===== src/rtl/bridge_pkg.sv =====
// bridge_pkg: shared constants for the CPU-to-peripheral bus bridge.
// Default windows, window sizes, read FSM states and device selects.
package bridge_pkg;

  localparam logic [31:0] DEF_TIMER_BASE  = 32'h0000_7F00;
  localparam logic [31:0] DEF_SWITCH_BASE = 32'h0000_7F2C;
  localparam logic [31:0] DEF_LED_BASE    = 32'h0000_7F34;
  localparam logic [31:0] DEF_TUBE_BASE   = 32'h0000_7F38;

  localparam int unsigned TIMER_WORDS  = 3;
  localparam int unsigned SWITCH_WORDS = 2;
  localparam int unsigned LED_WORDS    = 1;
  localparam int unsigned TUBE_WORDS   = 2;

  typedef enum logic [1:0] {
    S_IDLE = 2'd0,
    S_RD   = 2'd1,
    S_RESP = 2'd2
  } st_t;

  typedef enum logic [2:0] {
    DEV_NONE   = 3'd0,
    DEV_TIMER  = 3'd1,
    DEV_SWITCH = 3'd2,
    DEV_LED    = 3'd3,
    DEV_TUBE   = 3'd4
  } dev_t;

  function automatic logic in_win(
    input logic [31:0] a,
    input logic [31:0] base,
    input int unsigned words
  );
    logic [31:0] aw;
    logic [31:0] off;
    aw  = {a[31:2], 2'b00};
    off = aw - base;
    return (aw >= base) && (off < (words << 2));
  endfunction

  function automatic logic [1:0] word_of(
    input logic [31:0] a,
    input logic [31:0] base
  );
    logic [31:0] off;
    off = {a[31:2], 2'b00} - base;
    return off[3:2];
  endfunction

endpackage


===== src/rtl/bridge_decode.sv =====
// bridge_decode: maps a byte address onto a device window.
// Produces device select, word index inside the window and a hit flag.
module bridge_decode
  import bridge_pkg::*;
#(
  parameter logic [31:0] TIMER_BASE  = DEF_TIMER_BASE,
  parameter logic [31:0] SWITCH_BASE = DEF_SWITCH_BASE,
  parameter logic [31:0] LED_BASE    = DEF_LED_BASE,
  parameter logic [31:0] TUBE_BASE   = DEF_TUBE_BASE
) (
  input  logic [31:0] addr,
  output dev_t        sel,
  output logic [1:0]  idx,
  output logic        hit
);

  // windows never overlap, so at most one arm matches
  always_comb begin
    sel = DEV_NONE;
    idx = 2'd0;
    hit = 1'b0;
    unique case (1'b1)
      in_win(addr, TIMER_BASE, TIMER_WORDS): begin
        sel = DEV_TIMER;
        idx = word_of(addr, TIMER_BASE);
      end
      in_win(addr, SWITCH_BASE, SWITCH_WORDS): begin
        sel = DEV_SWITCH;
        idx = word_of(addr, SWITCH_BASE);
      end
      in_win(addr, LED_BASE, LED_WORDS): begin
        sel = DEV_LED;
        idx = word_of(addr, LED_BASE);
      end
      in_win(addr, TUBE_BASE, TUBE_WORDS): begin
        sel = DEV_TUBE;
        idx = word_of(addr, TUBE_BASE);
      end
      default: ;
    endcase
    hit = (sel != DEV_NONE);
  end

endmodule


===== src/rtl/bus_bridge.sv =====
// bus_bridge: posted-write / stalled-read bridge from CPU to peripherals.
// Define BRIDGE_BUSERR_EN to drive BusErr; otherwise BusErr is tied low.
module bus_bridge
  import bridge_pkg::*;
#(
  parameter logic [31:0] TIMER_BASE  = DEF_TIMER_BASE,
  parameter logic [31:0] SWITCH_BASE = DEF_SWITCH_BASE,
  parameter logic [31:0] LED_BASE    = DEF_LED_BASE,
  parameter logic [31:0] TUBE_BASE   = DEF_TUBE_BASE
) (
  input  logic        Clk,
  input  logic        Reset,
  input  logic [31:0] PrAddr,
  input  logic        PrWE,
  input  logic        PrRE,
  input  logic [3:0]  PrBE,
  input  logic [31:0] PrWD,
  output logic [31:0] PrRD,
  output logic        PrStall,
  output logic [1:0]  DevAddr,
  output logic [3:0]  DevBE,
  output logic [31:0] DevWD,
  output logic        TimerWE,
  output logic        LedWE,
  output logic        TubeWE,
  input  logic [31:0] TimerRD,
  input  logic [31:0] SwitchRD,
  input  logic [31:0] LedRD,
  input  logic [31:0] TubeRD,
  output logic        BusErr
);

  st_t         st_q;
  st_t         st_d;
  dev_t        req_sel;
  dev_t        rd_sel;
  logic [1:0]  req_idx;
  logic [1:0]  rd_idx;
  logic        req_hit;
  logic        rd_hit;
  logic [31:0] rd_addr_q;
  logic [31:0] data_q;
  logic [31:0] rd_mux;
  logic [1:0]  wb_idx_q;
  logic [3:0]  be_q;
  logic [31:0] wd_q;
  logic        tim_we_q;
  logic        led_we_q;
  logic        tube_we_q;
  logic        wb_valid;
  logic        wr_ok;
  logic        wr_take;
  logic        wr_err;
  logic        rd_go;
  logic        stall;

  bridge_decode #(
    .TIMER_BASE (TIMER_BASE),
    .SWITCH_BASE(SWITCH_BASE),
    .LED_BASE   (LED_BASE),
    .TUBE_BASE  (TUBE_BASE)
  ) u_req_dec (
    .addr(PrAddr),
    .sel (req_sel),
    .idx (req_idx),
    .hit (req_hit)
  );

  bridge_decode #(
    .TIMER_BASE (TIMER_BASE),
    .SWITCH_BASE(SWITCH_BASE),
    .LED_BASE   (LED_BASE),
    .TUBE_BASE  (TUBE_BASE)
  ) u_rd_dec (
    .addr(rd_addr_q),
    .sel (rd_sel),
    .idx (rd_idx),
    .hit (rd_hit)
  );

  // the strobe registers double as the one-entry write buffer
  assign wb_valid = tim_we_q | led_we_q | tube_we_q;
  assign wr_ok    = req_hit && (req_sel != DEV_SWITCH);

  // next state, write acceptance and stall request
  always_comb begin
    st_d    = st_q;
    wr_take = 1'b0;
    wr_err  = 1'b0;
    rd_go   = 1'b0;
    stall   = 1'b0;
    unique case (st_q)
      S_IDLE: begin
        if (PrWE) begin
          wr_take = wr_ok;
          wr_err  = !wr_ok || PrRE;
        end else if (PrRE) begin
          stall = 1'b1;
          if (!wb_valid) begin
            rd_go = 1'b1;
            st_d  = S_RD;
          end
        end
      end
      S_RD: begin
        stall = 1'b1;
        st_d  = S_RESP;
      end
      S_RESP: st_d = S_IDLE;
      default: st_d = S_IDLE;
    endcase
  end

  // read FSM state register
  always_ff @(posedge Clk or posedge Reset) begin
    if (Reset) st_q <= S_IDLE;
    else       st_q <= st_d;
  end

  // posted write: load and drain in one step, strobe for one cycle
  always_ff @(posedge Clk or posedge Reset) begin
    if (Reset) begin
      tim_we_q  <= 1'b0;
      led_we_q  <= 1'b0;
      tube_we_q <= 1'b0;
      wb_idx_q  <= 2'd0;
      be_q      <= 4'h0;
      wd_q      <= 32'h0;
    end else begin
      tim_we_q  <= wr_take && (req_sel == DEV_TIMER);
      led_we_q  <= wr_take && (req_sel == DEV_LED);
      tube_we_q <= wr_take && (req_sel == DEV_TUBE);
      if (wr_take) begin
        wb_idx_q <= req_idx;
        be_q     <= PrBE;
        wd_q     <= PrWD;
      end
    end
  end

  // device read data selected by the latched load address
  always_comb begin
    rd_mux = 32'h0;
    unique case (rd_sel)
      DEV_TIMER:  rd_mux = TimerRD;
      DEV_SWITCH: rd_mux = SwitchRD;
      DEV_LED:    rd_mux = LedRD;
      DEV_TUBE:   rd_mux = TubeRD;
      default:    rd_mux = 32'h0;
    endcase
  end

  // latch load address in IDLE, capture device data in RD
  always_ff @(posedge Clk or posedge Reset) begin
    if (Reset) begin
      rd_addr_q <= 32'h0;
      data_q    <= 32'h0;
    end else begin
      if (rd_go) rd_addr_q <= PrAddr;
      if (st_q == S_RD) data_q <= rd_hit ? rd_mux : 32'h0;
    end
  end

  assign PrRD    = data_q;
  assign PrStall = stall & ~Reset;
  assign DevAddr = (st_q == S_RD) ? rd_idx : wb_idx_q;
  assign DevBE   = be_q;
  assign DevWD   = wd_q;
  assign TimerWE = tim_we_q;
  assign LedWE   = led_we_q;
  assign TubeWE  = tube_we_q;

`ifdef BRIDGE_BUSERR_EN
  logic err_q;

  // dropped or conflicting writes flag one cycle after acceptance
  always_ff @(posedge Clk or posedge Reset) begin
    if (Reset) err_q <= 1'b0;
    else       err_q <= wr_err;
  end

  assign BusErr = err_q | ((st_q == S_RD) && !rd_hit);
`else
  logic unused_err;
  assign unused_err = wr_err;
  assign BusErr     = 1'b0;
`endif

endmodule


===== config.mk =====
export PLATFORM = sky130hd
export DESIGN_NAME = bus_bridge
export DESIGN_NICKNAME = d
export VERILOG_FILES = /design/src/rtl/bridge_pkg.sv /design/src/rtl/bridge_decode.sv /design/src/rtl/bus_bridge.sv
export SDC_FILE = /design/constraint.sdc
export NUM_CORES = 1
export LEC_CHECK = 0
export CORE_ASPECT_RATIO = 1.2
export CORE_MARGIN = 2
export CORE_UTILIZATION = 65
export DETAILED_ROUTE_END_ITERATION = 8
export DONT_BUFFER_PORTS = 1
export HOLD_SLACK_MARGIN = 0.03
export PLACE_DENSITY = 0.9
export SETUP_SLACK_MARGIN = 0.4
export SYNTH_ARGS = -nofsm -noshare
export SYNTH_HDL_FRONTEND = slang
export SYNTH_SLANG_ARGS = --single-unit
export TNS_END_PERCENT = 10

===== constraint.sdc =====
create_clock -name Clk -period 5.8 [get_ports Clk]
set_input_delay 0.58 -clock Clk [delete_from_list [all_inputs] [get_ports Clk]]
set_output_delay 0.58 -clock Clk [all_outputs]
set_load 0.02 [all_outputs]

After elaboration in Yosys (flattened, before gate mapping)
Index checks and enable logic that the tools add are counted.
Storage, ports and cells
  bits in registers: 107
  input port bits: 200
  output and inout port bits: 75
  logic and storage cells: 85
Operators by class
  add/sub/neg operators: 8
  $lt $le $gt $ge: 16
  eq/ne operators: 12
  mux-type cells: 20
  bitwise logic cells: 4
  reduce and logical (&&, ||, !) cells: 16
Operators with widths (number)
  $ge 32x15->1 const B: 8
  $sub 32x15->32 const B: 8
  $lt 32x4->1 const B: 6
  $pmux 32 s4: 1
  $lt 32x3->1 const B: 2
  $mux 32: 1
  $pmux 3 s4: 2
  $pmux 2 s4: 2
  $logic_and 1x1->1: 12
  $eq 3x2->1 const B: 3
  $mux 1: 8
  $mux 2: 4
  $eq 3x1->1 const B: 2
  $eq 3x3->1 const B: 2
  $ne 2x2->1 const B: 3
  $reduce_bool 3->1: 2
  $pmux 2 s2: 1
  $ne 3x2->1 const B: 1
  $reduce_and 3->1: 1
  $eq 2x1->1 const B: 1
  $logic_not 2->1: 1
  $or 1x1->1: 2
  $pmux 1 s2: 1
  $and 1x1->1: 1
  $not 1->1: 1

Logic depth before layout (Yosys ltp)
  depth in word-level cells: 9
  mapped depth: 14
  gate-level depth less buffers: 11

Cells and area by module
A second synthesis with hierarchy kept.
Unflattened totals
  cells, all modules: 1117
  area, all modules: 9549.2 um2
By module, submodules not included
  bus_bridge: instances 1, cells each 435, area an instance 5019.8 um2, sequential area each 2677.6 um2
  bridge_decode at u_rd_dec: instances 1, cells each 337, area an instance 2272.2 um2, sequential area each 0.0 um2
  bridge_decode at u_req_dec: instances 1, cells each 345, area an instance 2257.2 um2, sequential area each 0.0 um2

Worst setup path after synthesis
No wires, ideal clock.
  path type: register to output
  start: register rd_addr_q[21]
  end: output port DevAddr[0]
  data arrival time: 3.376 ns
  required time: 5.220 ns
  setup slack: 1.844 ns
  cell stages (with the launch flop): 14
  path buffers: 4
  path through: dfrtp_1 buf_6 or4_1 buf_2 or4_4 a21boi_2 mux2i_1 or4b_1 or4_1 buf_2 buf_6 nand3_1 o311a_1 a21o_1
On the way
  cells in the longest elaborated chain, start to end: 5
  elaborated cells between the ends (all ways): 18
  classes of those cells: add/sub (4); order compare (8); mux (2); reduce/logical (4)
RTL lines
  start, declared: line bus_bridge.sv:41  | logic [31:0] rd_addr_q;
  start signal, assigned: line bus_bridge.sv:159  | if (rd_go) rd_addr_q <= PrAddr;
  $sub 32x15->32, on equally long branches
  $lt 32x4->1 / $lt 32x3->1 (equally long branches): line bridge_pkg.sv:38  | return (aw >= base) && (off < (words << 2));
  $logic_and 1x1->1: line bridge_pkg.sv:38
  $pmux 2 s4 *: line bridge_decode.sv:22  | unique case (1'b1)
  $mux 2 *: line bus_bridge.sv:166  | assign DevAddr = (st_q == S_RD) ? rd_idx : wb_idx_q;
  end, declared: line bus_bridge.sv:20  | output logic [1:0] DevAddr,
Mark *: on every way between the ends. The rest lies on a longest branch, timed or not.

Final worst setup path
  start: register rd_addr_q[4]
  end: output port DevAddr[1]
The elaborated chain is that of the path after synthesis.

==> results_dict.tcl <==
set metrics [dict create \
    ys_seq_area_share_pct 29.6 \
    stdcell_area_um2 9140 \
    synth_ff_type "dfrtp_1" \
    layout-drive-gt1-share_pct 10.5 \
    cts_sinks 105 \
    final_net_count 1253 \
    dp_cells 1195 \
    final_cells 1218 \
    cp_slowest_stage_delay_ns 0.57 \
    relSlewSlack_pct 21.8 \
    core_um2 13300 \
    antenna_found_initial 10 \
    status "finished, final reports clean" \
    slowest_stage "dfrtp_1" \
    cts_tree "yes" \
    power_density_nw_per_um2 221 \
    r2r_slack_ns 1.39 \
    drtIter0Drc 1191 \
    reg2reg_depth 10 \
    cts-root-buf "clkbuf_16" \
    worstHoldStart "PrAddr[23]" \
    die-area_um2 14600 \
    hp-class "in2reg" \
    timing.final.crit_share_pct 87.1 \
    worstPathMaxFanout 17 \
    synth_area_leaders "dfrtp_1 (30%), nand2_1 (7.0%), nor3b_2 (4.1%)" \
    port_buffers 0 \
    fin_skew_ns 0.0130 \
    wire_per_inst_um 25.0 \
    cts_setup_buffers 0 \
    drv_slew 0 \
    area_delta_synth_final_pct 3.00 \
    htreeDepth 3 \
    synth_top_area_cell "dfrtp_1" \
    synth_cell_type_count 80 \
    wl_um 30500 \
    fp-row-count 46 \
    vias 8883 \
    syn_inst 1110 \
    hpwl_um 23100 \
    multi_input_area_um2 5610 \
    pre_cts_slack_ns 1.06 \
    drv_cap 0 \
    crit_path_end_kind "output pin" \
    clk_pin_slew_ns 0.08 \
    gp_congestion 1.04 \
    final_core_util_pct 68.7 \
    synth_fp_nets 1324 \
    crit_chain "ha_1 > a211oi_1 > nand2_1 > a32o_1 > nor4_1 > nand4_1 > or3_1 > nor2_1 > a21oi_1 > o21ai_0 > buf_4" \
    grt-ovfl-total 0 \
    grt_max_degree 88 \
    cts_buffers 9 \
    r2r_start "rd_addr_q[19]$_DFFE_PP0P_" \
    insertion_delay_ns 0.37 \
    fin_crit_ns 5.05 \
    layout_common_cells "nand2_1 (166), dfrtp_1 (105), o21ai_0 (57)" \
    required_ns 5.22 \
    hold_viol 0 \
    min_path_cells 2 \
    min_to "rd_addr_q[23]$_DFFE_PP0P_" \
    whs_ns 0.323 \
    syn_avg_cell_area_um2 7.99 \
    fmax_ghz 0.198 \
    die_h_um 132 \
    total_power_mw 2.02 \
    die_w_um 111 \
    grt_usage_pct 40.2 \
    fill_cells 1081 \
    tightest_slew_ns 1.14 \
    cp-start-kind "register" \
    post_dp_cell_area_um2 8800 \
    drtAntennaViolNets 0 \
    arrival_ns 4.47 \
    cts_buffer_depth 2 \
    synth-edff-count 0 \
    final_common_cell "nand2_1" \
    dr.pass1.iters 6 \
    tns_ns 0 \
    path_class "reg2out" \
    yosysWarnings 0 \
    grt_pass1_vias 8267 \
    netlist_area_um2 8870 \
    synth_top_area_share_pct 29.6 \
    peakVddDrop_mv 0.191 \
    grt_pass1_wl_um 46500 \
    leakage_nw 3.66 \
    start_util_pct 66.7 \
    ios 275 \
    startpoint "rd_addr_q[4]$_DFFE_PP0P_" \
    regToRegEndpoint "PrRD[30]$_DFFE_PP0P_" \
    grt_setup_unrepaired "false" \
    setup_viol 0 \
    ys_ff_latch 105 \
    ff_latch_area_um2 2630 \
    worst_slack_ns 0.745 \
    post-route-drc-count 0 \
    via_per_inst 7.29 \
    async_flop_share_pct 100 \
]
[registers in the layout, indices dropped and copies added (netlist names)]
name       cells
TubeWE         1
TimerWE        1
DevBE          4
wb_idx_q       2
PrRD          32
LedWE          1
st_q           2
DevWD         32
rd_addr_q     30
[cell usage after synthesis, types with 5 or more instances]
master / n
a2111oi_0: 9
a211o_1: 5
a211oi_1: 10
a21o_1: 5
a21oi_1: 46
a221oi_1: 33
a311oi_1: 5
a31oi_1: 9
and2_1: 36
and3_1: 9
and4_1: 8
buf_2: 21
buf_4: 7
clkbuf_1: 67
dfrtp_1: 105
ha_1: 14
inv_1: 55
mux2_1: 9
mux2_2: 31
mux2i_1: 7
nand2_1: 166
nand3_1: 25
nand3b_1: 5
nand4_1: 25
nand4b_1: 6
nor2_1: 37
nor2b_1: 9
nor3_1: 27
nor3b_1: 6
nor3b_2: 29
nor4_1: 24
o211ai_1: 8
o21a_1: 5
o21ai_0: 57
o21ai_1: 30
o31ai_1: 39
or3_1: 10
or4_1: 14
xnor2_1: 12
xor2_1: 12
[kinds of logic (layout without fill, tap and decap cells)]
logic type / after synthesis / in the layout / synth area share [%]
simple gates: 463 / 463 / 29.7
other cells: 1 / 7 / 0.0423
flops: 105 / 105 / 29.6
compound gates: 300 / 300 / 22.8
fa+ha+maj: 15 / 15 / 2.09
xor+xnor: 24 / 24 / 2.37
mux: 47 / 47 / 5.87
buf+inv: 155 / 89 / 7.49
[area by class of cell]
cell class | count | area share [%]
Antenna cell | 6 | 0.164
Clock buffer | 9 | 2.46
Clock inverter | 7 | 0.972
Inverter | 55 | 2.29
Multi-Input combinational cell | 850 | 61.4
Sequential cell | 105 | 28.8
Tap cell | 168 | 2.30
Timing Repair Buffer | 18 | 1.64
[how the worst max path moves through the flow]
stage	to	slack, ns	depth (start not counted)
final	DevAddr[1]	0.75	11
after global routing	DevAddr[0]	0.62	11
after CTS	DevAddr[1]	0.94	11
after detailed placement	DevBE[2]$_DFFE_PP0P_	1.06	12
after global placement	DevWD[30]$_DFFE_PP0P_	1.12	12
after floorplan	DevAddr[0]	1.84	13
[critical path: cells and delay by family (launching register included)]
kind                     cells  cell delay [ns]
AO/OA/AOI/OAI                4             1.43
adder cells (fa/ha/maj)      1             0.33
buffers and inverters        1             0.26
flip-flops                   1             0.57
AND/OR/NAND/NOR              5             1.53
[power by group]
group	switching, mW	leakage, nW	internal [mW]	total, mW
combinational	0.296	2.09	0.177	0.473
clock	0.317	0.153	0.314	0.631
sequential	0.148	1.41	0.769	0.917
[what timing repair did]
action | 4_1_cts | 5_1_grt
resized for setup | 0 | 0
hold endpoints to repair | 18 | 0
hold buffers | 1 | 0
[layer usage]
| metal | part of all wire [%] | track usage (%) | vias to the layer above | wire (um) |
|---|---|---|---|---|
| met5 | 0.13 | 0 | - | 40 |
| met4 | 5.6 | 19.2 | 6 | 1700 |
| met3 | 12 | 13.0 | 142 | 3650 |
| met2 | 47 | 65.0 | 661 | 14200 |
| met1 | 36 | 48.6 | 4107 | 10900 |
| li1 | - | - | 3967 | - |
No activity file was read; power rests on OpenSTA's default activity.
